## src/rtl/div_ctrl_pkg.sv

```systemverilog
// Shared constants, state encoding and small helpers for the divide issue controller.
package div_ctrl_pkg;

    localparam int XLEN = 64;

    localparam logic [1:0] OP_DIV  = 2'b00;
    localparam logic [1:0] OP_DIVU = 2'b01;
    localparam logic [1:0] OP_REM  = 2'b10;
    localparam logic [1:0] OP_REMU = 2'b11;

    localparam logic [63:0] MIN64 = 64'h8000_0000_0000_0000;
    localparam logic [31:0] MIN32 = 32'h8000_0000;

    typedef enum logic [1:0] {
        IDLE = 2'd0,
        BUSY = 2'd1,
        DONE = 2'd2
    } state_t;

    function automatic logic op_signed(input logic [1:0] op);
        return (op == OP_DIV) || (op == OP_REM);
    endfunction

    function automatic logic op_is_rem(input logic [1:0] op);
        return (op == OP_REM) || (op == OP_REMU);
    endfunction

    function automatic logic [63:0] sext32(input logic [31:0] v);
        return {{32{v[31]}}, v};
    endfunction

endpackage

```

## src/rtl/div_special_case.sv

```systemverilog
// Divide-by-zero and signed-overflow detection with their architectural results.
module div_special_case
    import div_ctrl_pkg::*;
(
    input  logic [XLEN-1:0] src1,
    input  logic [XLEN-1:0] src2,
    input  logic [1:0]      op,
    input  logic            word,
    output logic            hit,
    output logic [XLEN-1:0] result
);

    logic            sgn;
    logic            div0;
    logic            ovf;
    logic [XLEN-1:0] quo;
    logic [XLEN-1:0] rmd;

    always_comb begin
        sgn = op_signed(op);
        if (word) begin
            div0 = (src2[31:0] == 32'd0);
            ovf  = sgn && (src1[31:0] == MIN32) && (src2[31:0] == 32'hFFFF_FFFF);
            quo  = div0 ? '1 : sext32(src1[31:0]);
            rmd  = div0 ? sext32(src1[31:0]) : '0;
        end else begin
            div0 = (src2 == '0);
            ovf  = sgn && (src1 == MIN64) && (src2 == '1);
            quo  = div0 ? '1 : src1;
            rmd  = div0 ? src1 : '0;
        end
        hit    = div0 || ovf;
        result = op_is_rem(op) ? rmd : quo;
    end

endmodule

```

## src/rtl/div_issue_ctrl.sv

```systemverilog
// Issue/complete sequencer for the shared iterative divider: special cases and
// cache hits are answered locally, everything else is sent to the divider.
module div_issue_ctrl
    import div_ctrl_pkg::*;
#(
    parameter int XLEN_P    = XLEN,
    parameter int TAG_W     = 5,
    parameter bit USE_CACHE = 1'b1
) (
    input  logic              clk,
    input  logic              rst,
    input  logic              flush,
    input  logic              req_valid,
    output logic              req_ready,
    input  logic [1:0]        req_op,
    input  logic              req_word,
    input  logic [XLEN_P-1:0] req_src1,
    input  logic [XLEN_P-1:0] req_src2,
    input  logic [TAG_W-1:0]  req_tag,
    output logic              resp_valid,
    input  logic              resp_ready,
    output logic [XLEN_P-1:0] resp_data,
    output logic [TAG_W-1:0]  resp_tag,
    output logic              div_valid,
    input  logic              div_ready,
    output logic              div_divw,
    output logic              div_signed,
    output logic              div_flush,
    output logic [XLEN_P-1:0] div_dividend,
    output logic [XLEN_P-1:0] div_divisor,
    input  logic              div_out_valid,
    input  logic [XLEN_P-1:0] div_quotient,
    input  logic [XLEN_P-1:0] div_remainder
);

    state_t state, state_n;

    logic              accept;
    logic              req_sgn;
    logic              spc_hit;
    logic [XLEN-1:0]   spc_data;
    logic              cache_hit;
    logic [XLEN-1:0]   cache_raw;
    logic [XLEN-1:0]   cache_data;
    logic              fast;
    logic [XLEN-1:0]   fast_data;
    logic              complete;
    logic [XLEN-1:0]   div_raw;
    logic [XLEN-1:0]   div_data;

    // Key of the op currently at the divider, copied into the cache on completion.
    logic [XLEN-1:0]   p_src1, p_src2;
    logic              p_word, p_sgn, p_rem;

    logic              c_vld;
    logic [XLEN-1:0]   c_src1, c_src2, c_quo, c_rem;
    logic              c_word, c_sgn;

    div_special_case u_spc (
        .src1   (req_src1),
        .src2   (req_src2),
        .op     (req_op),
        .word   (req_word),
        .hit    (spc_hit),
        .result (spc_data)
    );

    assign req_sgn   = op_signed(req_op);
    assign req_ready = (state == IDLE) && div_ready && !flush && !rst;
    assign accept    = req_valid && req_ready;

    assign cache_hit  = USE_CACHE && c_vld && (req_src1 == c_src1) && (req_src2 == c_src2)
                        && (req_word == c_word) && (req_sgn == c_sgn);
    assign cache_raw  = op_is_rem(req_op) ? c_rem : c_quo;
    assign cache_data = req_word ? sext32(cache_raw[31:0]) : cache_raw;

    assign fast      = spc_hit || cache_hit;
    assign fast_data = spc_hit ? spc_data : cache_data;

    assign complete = (state == BUSY) && div_out_valid && !flush;
    assign div_raw  = p_rem ? div_remainder : div_quotient;
    assign div_data = p_word ? sext32(div_raw[31:0]) : div_raw;

    assign div_dividend = req_src1;
    assign div_divisor  = req_src2;
    assign div_divw     = req_word;
    assign div_signed   = req_sgn;

    always_ff @(posedge clk or posedge rst) begin
        if (rst) state <= IDLE;
        else     state <= state_n;
    end

    always_comb begin
        state_n    = state;
        div_valid  = 1'b0;
        div_flush  = flush && (state == BUSY);
        resp_valid = (state == DONE) && !flush;
        case (state)
            IDLE: if (accept) begin
                state_n   = fast ? DONE : BUSY;
                div_valid = !fast;
            end
            BUSY: if (div_out_valid) state_n = DONE;
            DONE: if (resp_ready)    state_n = IDLE;
            default: state_n = IDLE;
        endcase
        if (flush) state_n = IDLE;
    end

    always_ff @(posedge clk or posedge rst) begin
        if (rst) begin
            resp_data <= '0;
            resp_tag  <= '0;
            p_src1    <= '0;
            p_src2    <= '0;
            p_word    <= 1'b0;
            p_sgn     <= 1'b0;
            p_rem     <= 1'b0;
            c_vld     <= 1'b0;
            c_src1    <= '0;
            c_src2    <= '0;
            c_word    <= 1'b0;
            c_sgn     <= 1'b0;
            c_quo     <= '0;
            c_rem     <= '0;
        end else begin
            if (accept) begin
                resp_tag <= req_tag;
                p_src1   <= req_src1;
                p_src2   <= req_src2;
                p_word   <= req_word;
                p_sgn    <= req_sgn;
                p_rem    <= op_is_rem(req_op);
                if (fast) resp_data <= fast_data;
            end
            if (complete) begin
                resp_data <= div_data;
                c_vld     <= 1'b1;
                c_src1    <= p_src1;
                c_src2    <= p_src2;
                c_word    <= p_word;
                c_sgn     <= p_sgn;
                c_quo     <= div_quotient;
                c_rem     <= div_remainder;
            end
        end
    end

endmodule

```

## config.mk

```make
export PLATFORM = sky130hd
export DESIGN_NAME = div_issue_ctrl
export DESIGN_NICKNAME = d
export VERILOG_FILES = /design/src/rtl/div_ctrl_pkg.sv /design/src/rtl/div_special_case.sv /design/src/rtl/div_issue_ctrl.sv
export SDC_FILE = /design/constraint.sdc
export NUM_CORES = 2
export LEC_CHECK = 0
export ABC_AREA = 0
export CAP_MARGIN = 15
export CORE_ASPECT_RATIO = 0.75
export CORE_UTILIZATION = 40
export DETAILED_ROUTE_END_ITERATION = 12
export GPL_TIMING_DRIVEN = 0
export PLACE_DENSITY = 0.67
export SETUP_SLACK_MARGIN = 0.05
export SYNTH_ARGS = -nofsm -noshare
export SYNTH_HDL_FRONTEND = slang
export SYNTH_HIERARCHICAL = 1
export SYNTH_SLANG_ARGS = --single-unit
```

## constraint.sdc

```tcl
create_clock -name clk -period 13.6 [get_ports clk]
set_input_delay 1.36 -clock clk [delete_from_list [all_inputs] [get_ports clk]]
set_output_delay 1.36 -clock clk [all_outputs]
set_load 0.01 [all_outputs]
```

==> flow_summary_export.csv, run 1 <==
group,metric,value,unit
cts,cts_setup_buffers,0,
detailed_routing,firstDrtPassIters,5,
final_layout,area_growth,31.4,%
global_route,grt_pass1_vias,21100,
timing,rsz0062_at_grt,"false",
floorplan,core_region_area,0.0580,mm2
critical_path,crit_type,"input port to output pin",
pwr,pwr-share-seq,44.3,%
timing,final-hold-violation-count,0,
pwr,p_leak,14.7,nW
yosys,async_flop_share,100,%
run_status,status,"completed",
critical_path,end_kind,"output pin",
timing,max_clock_freq,137,MHz
global_route,use_met3,5.13,%
global_route,grt_pass1_wl,134000,um
global_route,grt_usage,29.6,%
pwr,power_frac_comb,25.5,%
global_route,grt-busiest-layer,"met2",
place,pre_cts_slack,6370,ps
cts,clk-insertion-delay-late,600,ps
cts,cts_hold_buffers,0,
pwr,switching_share,30.5,%
global_route,grt_max_degree,45,
timing,maxSlewViolCount,0,
floorplan,die_w,283,um
floorplan,dieArea,0.0603,mm2
yosys,yosys_warnings,6,
cts,cts_tree,"yes",
cts,cts_sinks,461,
timing,setup_viol,0,
cts,cts-root-buf,"clkbuf_16",
timing,fin_worst_skew,27.6,ps
place,place_area,0.0297,mm2
pwr,clockPowerShare,30.2,%
critical_path,rrSetupSlack,9300,ps
floorplan,start_util,40.9,%
global_route,grtUsageMet2,45.6,%
place,dp_hpwl,69400,um
detailed_routing,wire_per_inst,23.3,um
global_route,overflow,0,
cts,htreeDepth,2,
final_layout,design_area,0.0312,mm2
place,gp_congestion,0.982,
yosys,syn_inst,2503,
pwr,power.density,138,mW/mm2
floorplan,core.rowCount,76,
place,port_buffers,473,
pwr,p_int,0.00298,W
critical_path,worstSetupStartpointType,"input port",
global_route,grt_util_met1,42.4,%
pwr,ir_worst_vdd,0.0899,mV
timing,tightest_slew,1150,ps
final_layout,layout_common_cells,"nand2_1 (803), clkdlybuf4s50_1 (473), dfrtp_1 (461), clkbuf_1 (139), buf_4 (131)",
floorplan,io_pins,474,
floorplan,die_y,213,um
yosys,netlist_area,0.0237,mm2
yosys,synth-edff-count,0,
cts,ctsResizeCount,0,
critical_path,worstPathMaxFanout,10,
detailed_routing,route.antenna.remaining_nets,0,
timing,fin_crit,7320,ps
yosys,synth_seq_area_share,48.6,%
yosys,syn-num-nets,2774,
detailed_routing,via_per_inst,5.51,
detailed_routing,vias,21200,
cts,clk_pin_slew,60,ps
yosys,synth_ff_type,"dfrtp_1",
final_layout,drive_gt1_share,11.6,%
timing,fin_crit_sh,53.8,%
timing,layout_setup_ws,6280,ps
detailed_routing,drt-initial-drc-count,2135,
yosys,avgSynthCellArea,9.48,um2
cts,cts.path.max_buffers,3,
yosys,ys_types,61,
pwr,p_sw,0.00131,W
detailed_routing,drt-total-wl,90000,um
final_layout,layout.nets,3309,
yosys,ys_seq_elements,461,
timing,max-slew-margin-rel,23.2,%
global_route,antenna_found_initial,5,
final_layout,layout_commonest_cell,"nand2_1",
critical_path,arrival,5960,ps
job,cap_violations,0,
timing,fin_tns_setup,0,ps
detailed_routing,drc_errors,0,
critical_path,cp_data_required_time,12240,ps
hold_path,hold_path_class,"register to register",
cts,cts_buffers,47,
registers in the layout, summed over array words and instances (netlist names):
| register | count |
|---|---|
| c_quo | 64 |
| c_word | 1 |
| c_sgn | 1 |
| c_src2 | 64 |
| p_sgn | 1 |
| c_vld | 1 |
| resp_tag | 5 |
| c_src1 | 64 |
| p_rem | 1 |
| c_rem | 64 |
| resp_data | 64 |
| p_src2 | 64 |
| state | 2 |
| p_word | 1 |
| p_src1 | 64 |
through the flow:
stage                     hold WS [ps]  total power [W]  instances  util (%)
after global routing               478          0.00449       3854      53.8
after detailed placement           448          0.00300       3769      51.2
after global placement             442          0.00296       3756      50.8
final                              441          0.00429       3854      53.8
after floorplan                    433          0.00248       2503         -
after CTS                          452          0.00430       3850      53.8
critical path: stages:
cell and delay [ps]:
clkdlybuf4s50_1 740, nor4_1 130, nand4_1 250, o21bai_1 120
and2_1 180, buf_6 150, buf_12 150, o21bai_1 200
a41oi_1 790, clkbuf_1 440, clkbuf_1 500, nor2b_1 340
clkdlybuf4s50_1 590
power groups by stage:
stage	Clock [W]	Sequential (W)	Combinational [W]
detailed placement	0	0.00192	0.00108
finish	0.00130	0.00190	0.00109
CTS	0.00131	0.00190	0.00109
floorplan	0	0.00189	0.000586
global placement	0	0.00191	0.00105
global route	0.00136	0.00194	0.00118
layout make-up:
| type | count | area [um2] |
|---|---|---|
| clock inverter | 13 | 140 |
| sequential | 461 | 11500 |
| antenna | 4 | 10.0 |
| timing repair buffer | 486 | 4990 |
| multi-input combinational | 1693 | 10300 |
| inverter | 64 | 244 |
| buffer | 285 | 1650 |
| clock buffer | 68 | 1340 |
| tap | 780 | 976 |
| fill | 5234 | 26800 |
cells in the mapped netlist, types with 19 or more instances:
master	number	share of area, %
maj3_1	32	1.3
mux2_2	127	6.0
nor4_1	48	1.3
xor2_1	64	2.4
nor2b_1	29	0.76
nor3_1	42	0.89
xnor2_1	21	0.78
buf_4	131	4.1
o311ai_1	23	0.85
o21ai_0	55	1.2
mux2_1	26	1.2
buf_1	19	0.30
nor2_1	70	1.1
a311o_1	38	1.6
nand2_1	803	13
clkbuf_1	124	2.0
o221ai_1	28	1.0
nand2b_1	21	0.55
inv_1	60	0.95
nand4_1	30	0.79
o211ai_1	31	0.98
dfrtp_1	461	49
mux2i_1	123	5.2
routing by layer:
layer	share of wire [%]	up-vias
li1	-	9432
met1	44	10600
met2	44	1019
met3	8.4	155
met4	2.9	0
met5	0	-
worst paths after layout:
check	to	cells past startpoint	start
min reg2reg	c_src1[61]	2	p_src1[61]
min	c_src1[61]	2	p_src1[61]
max in group asynchronous	p_src2[43]	5	rst
min in group asynchronous	c_quo[36]	2	rst
max reg2reg	resp_data[44]	8	c_src1[28]
max	div_valid	13	req_src2[39]
kinds of logic after synthesis:
family	synth area share (%)
multiplexers	12.4
XOR/XNOR	3.14
adder cells (fa/ha/maj)	1.35
AO/OA/AOI/OAI	7.68
flip-flops	48.6
buffers and inverters	7.95
AND/OR/NAND/NOR	18.8
Note: power is estimated with default switching activity, not from simulation.
==> run 2: changes to the inputs <==
--- a/config.mk
+++ b/config.mk
@@ -11,7 +11,6 @@
 export CORE_UTILIZATION = 40
 export DETAILED_ROUTE_END_ITERATION = 12
 export GPL_TIMING_DRIVEN = 0
-export PLACE_DENSITY = 0.67
 export SETUP_SLACK_MARGIN = 0.05
 export SYNTH_ARGS = -nofsm -noshare
 export SYNTH_HDL_FRONTEND = slang
==> constraint.sdc (replaced) <==
create_clock -name clk -period 7.29 [get_ports clk]
set_input_delay 0.729 -clock clk [delete_from_list [all_inputs] [get_ports clk]]
set_output_delay 0.729 -clock clk [all_outputs]
set_load 0.01 [all_outputs]
==> run 2 against run 1 <==
Against the previous run: sequential power up 87%; power increased by 89%; first-iteration DRC count down 3.7%; critical endpoint unchanged; largest power group unchanged.
==> flow_summary_export.csv, run 2 (same netlist as run 1, synthesis figures left out) <==
group,metric,value,unit
run_status,status,"completed",
timing,fin_crit,6410,ps
global_route,grt_max_degree,44,
global_route,overflow,0,
floorplan,dieArea,0.0603,mm2
critical_path,cp_data_required_time,6560,ps
pwr,pwr-share-seq,43.8,%
hold_path,hold_path_class,"register to register",
final_layout,layout.nets,3310,
timing,maxSlewViolCount,0,
timing,rsz0062_at_grt,"false",
pwr,ir_worst_vdd,0.165,mV
critical_path,crit_type,"input port to output pin",
detailed_routing,via_per_inst,5.53,
floorplan,die_w,283,um
critical_path,crit_slowest_cell,"clkdlybuf4s50_1",
detailed_routing,firstDrtPassIters,6,
pwr,switching_share,30.8,%
critical_path,cp_top_family,"buffers and inverters",
timing,setup_viol,0,
detailed_routing,vias,21300,
job,cap_violations,0,
global_route,grt_pass1_wl,136000,um
timing,fin_worst_skew,22.3,ps
critical_path,arrival,5680,ps
detailed_routing,route.antenna.remaining_nets,0,
pwr,power_frac_comb,25.2,%
cts,htreeDepth,2,
detailed_routing,wire_per_inst,24.0,um
cts,cts.path.max_buffers,3,
global_route,grt_usage,30.4,%
final_layout,layout_common_cells,"nand2_1 (803), clkdlybuf4s50_1 (473), dfrtp_1 (461), clkbuf_1 (132), buf_4 (131)",
global_route,grt_pass1_vias,21100,
pwr,p_int,0.00562,W
detailed_routing,drt-total-wl,92500,um
final_layout,design_area,0.0313,mm2
timing,fin_hold_ws,453,ps
timing,final-hold-violation-count,0,
timing,fin_tns_setup,0,ps
pwr,power.density,260,mW/mm2
global_route,antenna_found_initial,7,
detailed_routing,drt-initial-drc-count,2057,
place,place_area,0.0297,mm2
floorplan,core.rowCount,76,
floorplan,io_pins,474,
cts,clk-insertion-delay-late,590,ps
timing,fin_crit_sh,88.0,%
floorplan,core_region_area,0.0580,mm2
cts,cts-root-buf,"clkbuf_16",
critical_path,path_cells,"clkdlybuf4s50_1, xor2_1, nor4_1, nand4_1, nor4_1, a41oi_1, clkbuf_1, clkbuf_1, nor2b_1, clkdlybuf4s50_1",
critical_path,crit_buf_inv,4,
place,gp_congestion,0.947,
pwr,clockPowerShare,31.0,%
detailed_routing,drc_errors,0,
cts,cts_tree,"yes",
critical_path,worstPathMaxFanout,10,
cts,ctsResizeCount,0,
pwr,p_sw,0.00250,W
place,pre_cts_slack,1060,ps
critical_path,critical_path.max_stage_delay,830,ps
pwr,p_leak,14.7,nW
final_layout,area_growth,31.7,%
final_layout,drive_gt1_share,11.9,%
cts,cts_setup_buffers,0,
cts,cts_buffers,49,
cts,cts_hold_buffers,0,
timing,max-slew-margin-rel,26.3,%
timing,max_clock_freq,156,MHz
final_layout,layout_commonest_cell,"nand2_1",
timing,tightest_slew,1080,ps
cts,cts_sinks,461,
final_layout,nFillCells,5262,
floorplan,start_util,40.9,%
place,dp_hpwl,71000,um
critical_path,worstSetupStartpointType,"input port",
pwr,p_total,0.00812,W
floorplan,die_y,213,um
critical_path,end_kind,"output pin",
timing,layout_setup_ws,877,ps
place,port_buffers,473,
cts,clk_pin_slew,60,ps
[run 2: changes by cell type in the layout (fill, tap and decap cells not counted)]
cell | previous run | this run
clkbuf_8 | 4 | 13
clkbuf_1 | 139 | 132
clkinvlp_4 | 1 | 5
buf_12 | 16 | 15
bufinv_16 | 3 | 2
clkinv_2 | 10 | 9
diode_2 | 4 | 3
[run 2: per-stage QoR]
stage / cells / util, %
finish: 3856 / 53.9
global route: 3855 / 53.9
CTS: 3853 / 53.9
detailed placement: 3768 / 51.2
global placement: 3756 / 50.8
floorplan: 2503 / -
[run 2: power by group through the flow]
| stage | registers [W] | clock network, W | logic (W) |
|---|---|---|---|
| after floorplan | 0.00353 | 0 | 0.00109 |
| after global placement | 0.00357 | 0 | 0.00197 |
| after detailed placement | 0.00358 | 0 | 0.00202 |
| after CTS | 0.00354 | 0.00254 | 0.00204 |
| after global routing | 0.00362 | 0.00265 | 0.00222 |
| final | 0.00355 | 0.00252 | 0.00204 |
[run 2: worst min-delay path: stages, from the launching register on]
cell and delay, ps:
dfrtp_1 340, nand2_1 50, nand2_1 50
[run 2: final cells by class]
cell class / count / area, um2 / share of cell area [%]
diodes: 3 / 7.51 / 0.0240
plain buffers: 285 / 1650 / 5.26
clock buffers: 70 / 1440 / 4.59
clock inverters: 15 / 135 / 0.432
inverters: 64 / 244 / 0.780
multi-input cells: 1693 / 10300 / 33.0
flip-flops and latches: 461 / 11500 / 36.9
well taps: 780 / 976 / 3.12
repair buffers: 485 / 4970 / 15.9
[run 2: final timing paths]
path / startpoint / to / slack, ps / depth (start not counted)
setup / recovery: req_src1[23] / div_valid / 880 / 10
hold / removal: p_src1[31] / c_src1[31] / 450 / 2
setup reg to reg: c_src1[23] / resp_data[44] / 2740 / 8
min in group asynchronous: rst / resp_data[28] / 640 / 2
max in group asynchronous: rst / c_src2[24] / 5420 / 5
hold reg to reg: p_src1[31] / c_src1[31] / 450 / 2
[run 2: per-layer routing]
layer	global-route usage [%]	share of wire, %	vias to the layer above
met1	44.1	45	10800
met2	46.9	44	952
li1	-	-	9446
met5	0	0.031	-
met4	8.16	2.5	4
met3	5.06	7.8	134
